[src/rtl/cart_mem_arbiter_pkg.sv]
// Shared state encoding, constants and size helper for the cartridge memory arbiter.
package cart_pkg;

  localparam int unsigned CART_ADDR_W   = 16;
  localparam logic [7:0]  CART_OPEN_BUS = 8'hFF;

  typedef enum logic [2:0] {
    IDLE,
    LD_WR,
    CPU_RD,
    CPU_DATA,
    CPU_WR
  } arb_state_t;

  // Size after a strobe at addr_lo: max(cur, addr_lo+1), clamped to cap.
  function automatic logic [16:0] grow_size(input logic [16:0] cur,
                                            input logic [16:0] addr_lo,
                                            input logic [17:0] cap);
    logic [17:0] cand;
    cand = {1'b0, addr_lo} + 18'd1;
    if (cand > cap) cand = cap;
    grow_size = (cand > {1'b0, cur}) ? cand[16:0] : cur;
  endfunction

endpackage

[src/rtl/cart_mem_arbiter_if.sv]
// Cartridge bus (console side) and BRAM port bundles for cart_mem_arbiter.
interface cart_cpu_if #(
  parameter int unsigned ADDR_W = cart_pkg::CART_ADDR_W
);
  logic              cpu_req;
  logic              cpu_we;
  logic [ADDR_W-1:0] cpu_a;
  logic [7:0]        cpu_din;
  logic [7:0]        cpu_do;
  logic              cpu_ack;

  modport master (output cpu_req, cpu_we, cpu_a, cpu_din, input  cpu_do, cpu_ack);
  modport slave  (input  cpu_req, cpu_we, cpu_a, cpu_din, output cpu_do, cpu_ack);
endinterface

interface cart_mem_if #(
  parameter int unsigned ADDR_W = cart_pkg::CART_ADDR_W
);
  logic [ADDR_W-1:0] mem_a;
  logic              mem_we;
  logic [7:0]        mem_d;
  logic [7:0]        mem_q;

  modport master (output mem_a, mem_we, mem_d, input  mem_q);
  modport slave  (input  mem_a, mem_we, mem_d, output mem_q);
endinterface

[src/rtl/cart_load_buf.sv]
// ioctl download holding register, wait/backpressure, size and completion tracking.
// Optional running byte checksum when CART_CHECKSUM_EN is defined.
module cart_load_buf
  import cart_pkg::*;
#(
  parameter int unsigned ADDR_W   = CART_ADDR_W,
  parameter int unsigned MAX_SIZE = 65536
) (
  input  logic              clk,
  input  logic              reset,
  input  logic              ioctl_download,
  input  logic              ioctl_wr,
  input  logic [24:0]       ioctl_addr,
  input  logic [7:0]        ioctl_dout,
  input  logic              take,
  input  logic              ld_busy,
  output logic              hold_full,
  output logic [ADDR_W-1:0] hold_addr,
  output logic [7:0]        hold_data,
  output logic              ioctl_wait,
  output logic [16:0]       rom_size,
  output logic              load_done
`ifdef CART_CHECKSUM_EN
  ,
  output logic [15:0]       checksum
`endif
);

  localparam logic [17:0] SIZE_CAP = 18'(MAX_SIZE);

  logic dl_q;
  logic full;
  logic done_pend;
  logic rise;
  logic fall;
  logic strobe_ok;
  logic in_range;
  logic drained;

  assign hold_full  = full;
  assign ioctl_wait = full;

  always_comb begin
    rise      = ioctl_download & ~dl_q;
    fall      = ~ioctl_download & dl_q;
    // The rising edge empties the register, so a strobe in that same cycle is accepted.
    strobe_ok = ioctl_wr & ioctl_download & (~full | rise);
    in_range  = (ioctl_addr[24:16] == '0);
    drained   = ~full & ~ld_busy;
  end

  always_ff @(posedge clk) begin
    if (reset) begin
      dl_q      <= 1'b0;
      full      <= 1'b0;
      hold_addr <= '0;
      hold_data <= '0;
      rom_size  <= '0;
      done_pend <= 1'b0;
      load_done <= 1'b0;
    end else begin
      dl_q      <= ioctl_download;
      load_done <= 1'b0;

      if (take || rise) full <= 1'b0;

      if (strobe_ok) begin
        rom_size <= grow_size(rise ? '0 : rom_size, ioctl_addr[16:0], SIZE_CAP);
        if (in_range) begin
          full      <= 1'b1;
          hold_addr <= ioctl_addr[ADDR_W-1:0];
          hold_data <= ioctl_dout;
        end
      end else if (rise) begin
        rom_size <= '0;
      end

      if (rise) begin
        done_pend <= 1'b0;
      end else if ((done_pend || fall) && drained) begin
        load_done <= 1'b1;
        done_pend <= 1'b0;
      end else if (fall) begin
        done_pend <= 1'b1;
      end
    end
  end

`ifdef CART_CHECKSUM_EN
  always_ff @(posedge clk) begin
    if (reset || rise) begin
      checksum <= '0;
    end else if (take) begin
      checksum <= checksum + 16'(hold_data);
    end
  end
`endif

endmodule

[src/rtl/cart_mem_arbiter.sv]
// Single-port cartridge BRAM arbiter: HPS ioctl loader vs. console cart bus.
// Build option CART_CHECKSUM_EN adds a checksum output of the loaded image.
module cart_mem_arbiter
  import cart_pkg::*;
#(
  parameter int unsigned ADDR_W   = CART_ADDR_W,
  parameter int unsigned MAX_SIZE = 65536
) (
  input  logic        clk,
  input  logic        reset,
  input  logic        ioctl_download,
  input  logic        ioctl_wr,
  input  logic [24:0] ioctl_addr,
  input  logic [7:0]  ioctl_dout,
  output logic        ioctl_wait,
  cart_cpu_if.slave   cpu,
  cart_mem_if.master  mem,
  output logic [16:0] rom_size,
  output logic        load_done,
  output logic        busy
`ifdef CART_CHECKSUM_EN
  ,
  output logic [15:0] checksum
`endif
);

  arb_state_t        state;
  logic              take;
  logic              ld_busy;
  logic              hold_full;
  logic [ADDR_W-1:0] hold_addr;
  logic [7:0]        hold_data;

  // The holding byte is copied into the BRAM port registers on entry to LD_WR,
  // which frees the holding register a cycle early for the next strobe.
  assign take    = (state == IDLE) && hold_full;
  assign ld_busy = (state == LD_WR);

  cart_load_buf #(
    .ADDR_W   (ADDR_W),
    .MAX_SIZE (MAX_SIZE)
  ) u_load_buf (
    .clk            (clk),
    .reset          (reset),
    .ioctl_download (ioctl_download),
    .ioctl_wr       (ioctl_wr),
    .ioctl_addr     (ioctl_addr),
    .ioctl_dout     (ioctl_dout),
    .take           (take),
    .ld_busy        (ld_busy),
    .hold_full      (hold_full),
    .hold_addr      (hold_addr),
    .hold_data      (hold_data),
    .ioctl_wait     (ioctl_wait),
    .rom_size       (rom_size),
    .load_done      (load_done)
`ifdef CART_CHECKSUM_EN
    ,
    .checksum       (checksum)
`endif
  );

  always_ff @(posedge clk) begin
    if (reset) begin
      state       <= IDLE;
      busy        <= 1'b0;
      mem.mem_a   <= '0;
      mem.mem_we  <= 1'b0;
      mem.mem_d   <= '0;
      cpu.cpu_do  <= CART_OPEN_BUS;
      cpu.cpu_ack <= 1'b0;
    end else begin
      mem.mem_we  <= 1'b0;
      cpu.cpu_ack <= 1'b0;
      case (state)
        IDLE: begin
          if (hold_full) begin
            state      <= LD_WR;
            busy       <= 1'b1;
            mem.mem_a  <= hold_addr;
            mem.mem_d  <= hold_data;
            mem.mem_we <= 1'b1;
          end else if (cpu.cpu_req) begin
            if (ioctl_download) begin
              // The loader owns the memory while a download is active.
              cpu.cpu_ack <= 1'b1;
              cpu.cpu_do  <= CART_OPEN_BUS;
            end else if (cpu.cpu_we) begin
              state      <= CPU_WR;
              busy       <= 1'b1;
              mem.mem_a  <= cpu.cpu_a;
              mem.mem_d  <= cpu.cpu_din;
              mem.mem_we <= 1'b1;
            end else begin
              state     <= CPU_RD;
              busy      <= 1'b1;
              mem.mem_a <= cpu.cpu_a;
            end
          end
        end
        LD_WR: begin
          state <= IDLE;
          busy  <= 1'b0;
        end
        CPU_RD: begin
          state <= CPU_DATA;
        end
        CPU_DATA: begin
          cpu.cpu_do  <= mem.mem_q;
          cpu.cpu_ack <= 1'b1;
          state       <= IDLE;
          busy        <= 1'b0;
        end
        CPU_WR: begin
          cpu.cpu_ack <= 1'b1;
          state       <= IDLE;
          busy        <= 1'b0;
        end
        default: begin
          state <= IDLE;
          busy  <= 1'b0;
        end
      endcase
    end
  end

endmodule
[src/flat_wrapper.sv]
// flat-port wrapper written by rule: the top's interface ports become plain ports
module cart_mem_arbiter_flat import cart_pkg::*;
#(
  parameter int unsigned ADDR_W   = CART_ADDR_W,
  parameter int unsigned MAX_SIZE = 65536
)
  (clk, reset, ioctl_download, ioctl_wr, ioctl_addr, ioctl_dout, ioctl_wait, rom_size, load_done, busy, cpu_cpu_req, cpu_cpu_we, cpu_cpu_a, cpu_cpu_din, cpu_cpu_do, cpu_cpu_ack, mem_mem_a, mem_mem_we, mem_mem_d, mem_mem_q);
  cart_cpu_if #(.ADDR_W(ADDR_W)) cpu_i ();
  cart_mem_if #(.ADDR_W(ADDR_W)) mem_i ();
  input  logic clk;
  input  logic reset;
  input  logic ioctl_download;
  input  logic ioctl_wr;
  input  logic [24:0] ioctl_addr;
  input  logic [7:0] ioctl_dout;
  output logic ioctl_wait;
  output logic [16:0] rom_size;
  output logic load_done;
  output logic busy;
  input wire logic [$bits(cpu_i.cpu_req)-1:0] cpu_cpu_req;
  input wire logic [$bits(cpu_i.cpu_we)-1:0] cpu_cpu_we;
  input wire logic [$bits(cpu_i.cpu_a)-1:0] cpu_cpu_a;
  input wire logic [$bits(cpu_i.cpu_din)-1:0] cpu_cpu_din;
  output wire logic [$bits(cpu_i.cpu_do)-1:0] cpu_cpu_do;
  output wire logic [$bits(cpu_i.cpu_ack)-1:0] cpu_cpu_ack;
  output wire logic [$bits(mem_i.mem_a)-1:0] mem_mem_a;
  output wire logic [$bits(mem_i.mem_we)-1:0] mem_mem_we;
  output wire logic [$bits(mem_i.mem_d)-1:0] mem_mem_d;
  input wire logic [$bits(mem_i.mem_q)-1:0] mem_mem_q;
  assign cpu_i.cpu_req = cpu_cpu_req;
  assign cpu_i.cpu_we = cpu_cpu_we;
  assign cpu_i.cpu_a = cpu_cpu_a;
  assign cpu_i.cpu_din = cpu_cpu_din;
  assign cpu_cpu_do = cpu_i.cpu_do;
  assign cpu_cpu_ack = cpu_i.cpu_ack;
  assign mem_mem_a = mem_i.mem_a;
  assign mem_mem_we = mem_i.mem_we;
  assign mem_mem_d = mem_i.mem_d;
  assign mem_i.mem_q = mem_mem_q;
  cart_mem_arbiter #(.ADDR_W(ADDR_W), .MAX_SIZE(MAX_SIZE)) u_core (.clk(clk), .reset(reset), .ioctl_download(ioctl_download), .ioctl_wr(ioctl_wr), .ioctl_addr(ioctl_addr), .ioctl_dout(ioctl_dout), .ioctl_wait(ioctl_wait), .cpu(cpu_i), .mem(mem_i), .rom_size(rom_size), .load_done(load_done), .busy(busy));
endmodule
[config.mk]
export PLATFORM = sky130hd
export DESIGN_NAME = cart_mem_arbiter_flat
export DESIGN_NICKNAME = d
export VERILOG_FILES = /design/src/rtl/cart_mem_arbiter_pkg.sv /design/src/rtl/cart_mem_arbiter_if.sv /design/src/rtl/cart_load_buf.sv /design/src/rtl/cart_mem_arbiter.sv /design/src/flat_wrapper.sv
export SDC_FILE = /design/constraint.sdc
export NUM_CORES = 1
export LEC_CHECK = 0
export CAP_MARGIN = 25
export CORE_UTILIZATION = 44
export DETAILED_ROUTE_END_ITERATION = 8
export PLACE_DENSITY = 0.78
export SETUP_SLACK_MARGIN = 0.15
export SLEW_MARGIN = 20
export SYNTH_ARGS = -nofsm -noshare
export SYNTH_HDL_FRONTEND = slang
export SYNTH_SLANG_ARGS = --single-unit
[constraint.sdc]
create_clock -name clk -period 5.2 [get_ports clk]
set_input_delay 1.56 -clock clk [delete_from_list [all_inputs] [get_ports clk]]
set_output_delay 1.56 -clock clk [all_outputs]
set_load 0.01 [all_outputs]
==> flow_metrics.env <==
export IMPL_route_detailed_drc=0
export IMPL_min_period_ns=4.95
export IMPL_num_rows=36
export IMPL_avgSynthCellArea_um2=8.77
export IMPL_timing_critical_path_required_ns=5.49
export IMPL_dp_slack_ns=-0.613
export IMPL_syn2layout_area_growth_pct=47.9
export IMPL_grt_pass1_wl_um=19900
export IMPL_vias_per_cell=5.39
export IMPL_io_pins=125
export IMPL_fillers=806
export IMPL_drv_slew=0
export IMPL_dp_final_hpwl_um=9000
export IMPL_critPathKind="input port to flip-flop"
export IMPL_synthTopCellsByArea="dfxtp_1, mux2i_1, nor2_1, ha_1, a211oi_1"
export IMPL_grt_pass1_vias=4375
export IMPL_max_freq_ghz=0.202
export IMPL_gp_congestion=0.929
export IMPL_fin_ws_ns=0.246
export IMPL_drive_gt1_frac=0.199
export IMPL_wl_um=12400
export IMPL_dp_cells=784
export IMPL_synth_area_leader_cell="dfxtp_1"
export IMPL_syn_num_nets=593
export IMPL_grt_use_total=0.245
export IMPL_postLayoutCoreUtil=0.671
export IMPL_synth_edf_count=0
export IMPL_core_area_um2=9730
export IMPL_num_vias=4390
export IMPL_die_h_um=102
export IMPL_antenna_found_initial=1
export IMPL_htreeDepth=3
export IMPL_power_density_nw_per_um2=208
export IMPL_clock_sinks=83
export IMPL_synth_area_um2=4410
export IMPL_die_w_um=102
export IMPL_worst_slew_pin_slew_ns=1.01
export IMPL_timing_hold_violations_final=0
export IMPL_outcome="completed"
export IMPL_cts_root_buf="clkbuf_8"
export IMPL_rsz0062_at_grt="no"
export IMPL_clk_latency_ns=0.36
export IMPL_clockBufferDepth=2
export IMPL_fin_crit_sh=0.953
export IMPL_cp_start_kind="input port"
export IMPL_postSynthCellCount=503
export IMPL_drt_iter0_drc=189
export IMPL_clk_pin_slew_worst_paths_ns=0.07
export IMPL_grt_max_degree=53
export IMPL_cp_end_kind="flip-flop"
export IMPL_slew_headroom=0.327
export IMPL_dieArea_um2=10400
export IMPL_hp_class="flip-flop to flip-flop"
export IMPL_final_cells=814
export IMPL_yosysUniqueCellTypes=54
export IMPL_ys_seq_area_frac=0.377
export IMPL_cp_max_fo=10
export IMPL_finalSetupViolCount=0
export IMPL_ir_drop_v=0.000116
export IMPL_clock_skew_ns=0.00557
export IMPL_overflow=0
export IMPL_yosys_warnings=0
export IMPL_synth_top_area_share=0.377
export IMPL_synth_ff_type="dfxtp_1"
export IMPL_cp_arrival_ns=5.25
export IMPL_async_reset_ff_frac=0
export IMPL_cts_made_buffers=9
export IMPL_drtPass1Iterations=4
export IMPL_start_util=0.453
export IMPL_nNetsFinal=766
export IMPL_maxCapViolCount=0
export IMPL_leakage_nw=2.44
export IMPL_finalPower_w=0.00136
export IMPL_cts_tree="yes"
export IMPL_post_drt_wl_per_cell_um=15.3
export IMPL_port_buffers=124
export IMPL_drtAntennaViolNets=0
export IMPL_ys_ff_latch=83
state kept, by name, indices dropped and copies added, names as in the netlist:
signal	flops
u_core.busy	1
u_core.u_load_buf.hold_data	8
u_core.u_load_buf.hold_full	1
u_core.cpu.cpu_do	8
u_core.u_load_buf.hold_addr	16
u_core.mem.mem_a	16
u_core.u_load_buf.load_done	1
u_core.mem.mem_we	1
u_core.state	3
u_core.cpu.cpu_ack	1
u_core.u_load_buf.done_pend	1
u_core.u_load_buf.dl_q	1
u_core.mem.mem_d	8
u_core.u_load_buf.rom_size	17
worst max-delay path: stages:
cell and delay [ns]:
clkdlybuf4s15_1 0.24, buf_4 0.19, a211o_1 0.23, a21oi_1 0.18, o21ai_1 0.13, a2111oi_2 0.35
buf_4 0.17, nand2_1 0.05, buf_4 0.18, a21oi_1 0.16, ha_1 0.17, nand4_1 0.11
or4_1 0.51, o211ai_1 0.22, buf_4 0.16, a31oi_4 0.05, buf_6 0.17, or2_2 0.26
a21oi_1 0.14
report_power, final:
part           internal, W  switching, W  total (W)  leakage (nW)
registers         0.000654     0.0000105   0.000665         0.675
clock network     0.000182      0.000219   0.000401        0.0860
logic             0.000158      0.000137   0.000294          1.68
placed cells by master (no fill, tap or decap), drive strengths merged, types with 6 or more instances in the layout:
master,netlist,final
clkdlybuf4s50,0,111
nand3,12,12
or2,6,6
dlymetal6s2s,0,6
ha,19,19
inv,7,7
a21o,6,6
nor2,72,73
nor4,6,6
a21oi,25,25
mux2i,50,50
nand2b,12,12
o22ai,8,8
buf,16,76
a211oi,26,26
xnor2,9,9
o21ai,6,6
dfxtp,83,83
xor2,6,6
clkbuf,23,17
nand4,12,12
nor3,17,17
nand2,31,31
synth_stat cells, types with 2 or more instances:
master,n
nor4_1,3
ha_1,19
a21boi_0,3
dfxtp_1,83
or4_1,2
nor3b_1,2
or2_2,6
buf_2,7
nor2_1,71
mux2i_1,50
mux2_2,4
o31ai_1,5
buf_1,5
clkbuf_1,23
nand3_1,12
o21ai_0,6
nor4_4,2
a211oi_1,25
o211ai_1,2
a21oi_1,25
buf_4,4
xnor2_1,9
and3_1,2
nand2b_1,12
or4b_1,3
xor2_1,6
nor3_1,16
or3_1,3
nor2b_1,5
o22ai_1,8
nand4_1,10
a21o_1,6
nand3b_1,3
nand2_1,31
o311ai_0,2
o21a_1,2
a31oi_1,3
inv_1,7
cell families (layout without fill, tap and decap cells):
family          count (synthesis)  count (layout)  synth area share
flops                          83              83             0.377
fa+ha+maj                      19              19            0.0539
compound gates                 92              93             0.139
xor+xnor                       15              15            0.0298
other cells                     0               1                 0
mux                            54              54             0.124
simple gates                  194             195             0.232
buf+inv                        46             221            0.0445
metal layers:
metal / GRT usage / vias up / part of all wire / wire, um
met3: 0.0711 / 29 / 0.083 / 1040
li1: - / 2162 / - / -
met1: 0.278 / 2036 / 0.40 / 5000
met5: 0 / - / 0 / 0
met2: 0.432 / 163 / 0.48 / 6000
met4: 0.0967 / 0 / 0.030 / 374
what timing repair did:
action | CTS | global route
endpoints found under the setup margin | 17 | 17
pin swaps | 6 | 8
gates cloned | 1 | 1
endpoints found under the hold margin | 0 | 0
buffers inserted | 5 | 6
gates resized for setup | 16 | 32
hold buffers | 0 | 0
worst paths after layout:
kind | from | to | slack (ns) | depth (start not counted)
max reg2reg | u_core.u_load_buf.dl_q$_SDFF_PP0_ | u_core.u_load_buf.rom_size[13]$_SDFF_PP0_ | 2.01 | 11
min reg2reg | u_core.cpu.cpu_do[7]$_SDFFE_PP1P_ | u_core.cpu.cpu_do[7]$_SDFFE_PP1P_ | 0.48 | 2
max | ioctl_addr[5] | u_core.u_load_buf.rom_size[13]$_SDFF_PP0_ | 0.25 | 19
min | u_core.cpu.cpu_do[7]$_SDFFE_PP1P_ | u_core.cpu.cpu_do[7]$_SDFFE_PP1P_ | 0.48 | 2
cell type report:
| class | count | area, um^2 | area share |
|---|---|---|---|
| clock buffer | 12 | 145 | 0.0222 |
| tap | 133 | 166 | 0.0255 |
| multi-input combinational | 376 | 2710 | 0.415 |
| clock inverter | 3 | 15.0 | 0.00230 |
| antenna | 1 | 2.50 | 0.000384 |
| timing repair buffer | 199 | 1800 | 0.276 |
| sequential | 83 | 1660 | 0.255 |
| inverter | 7 | 26.3 | 0.00403 |
metrics by stage:
stage	hold WS (ns)	TNS (ns)	cell area (um^2)
after global routing	0.502	0	6530
after CTS	0.481	0	6400
after global placement	0.455	-7.39	6130
final	0.477	0	6530
after detailed placement	0.461	-9.02	6140
after floorplan	0.460	0	4430
Note: power is estimated with default switching activity, not from simulation.
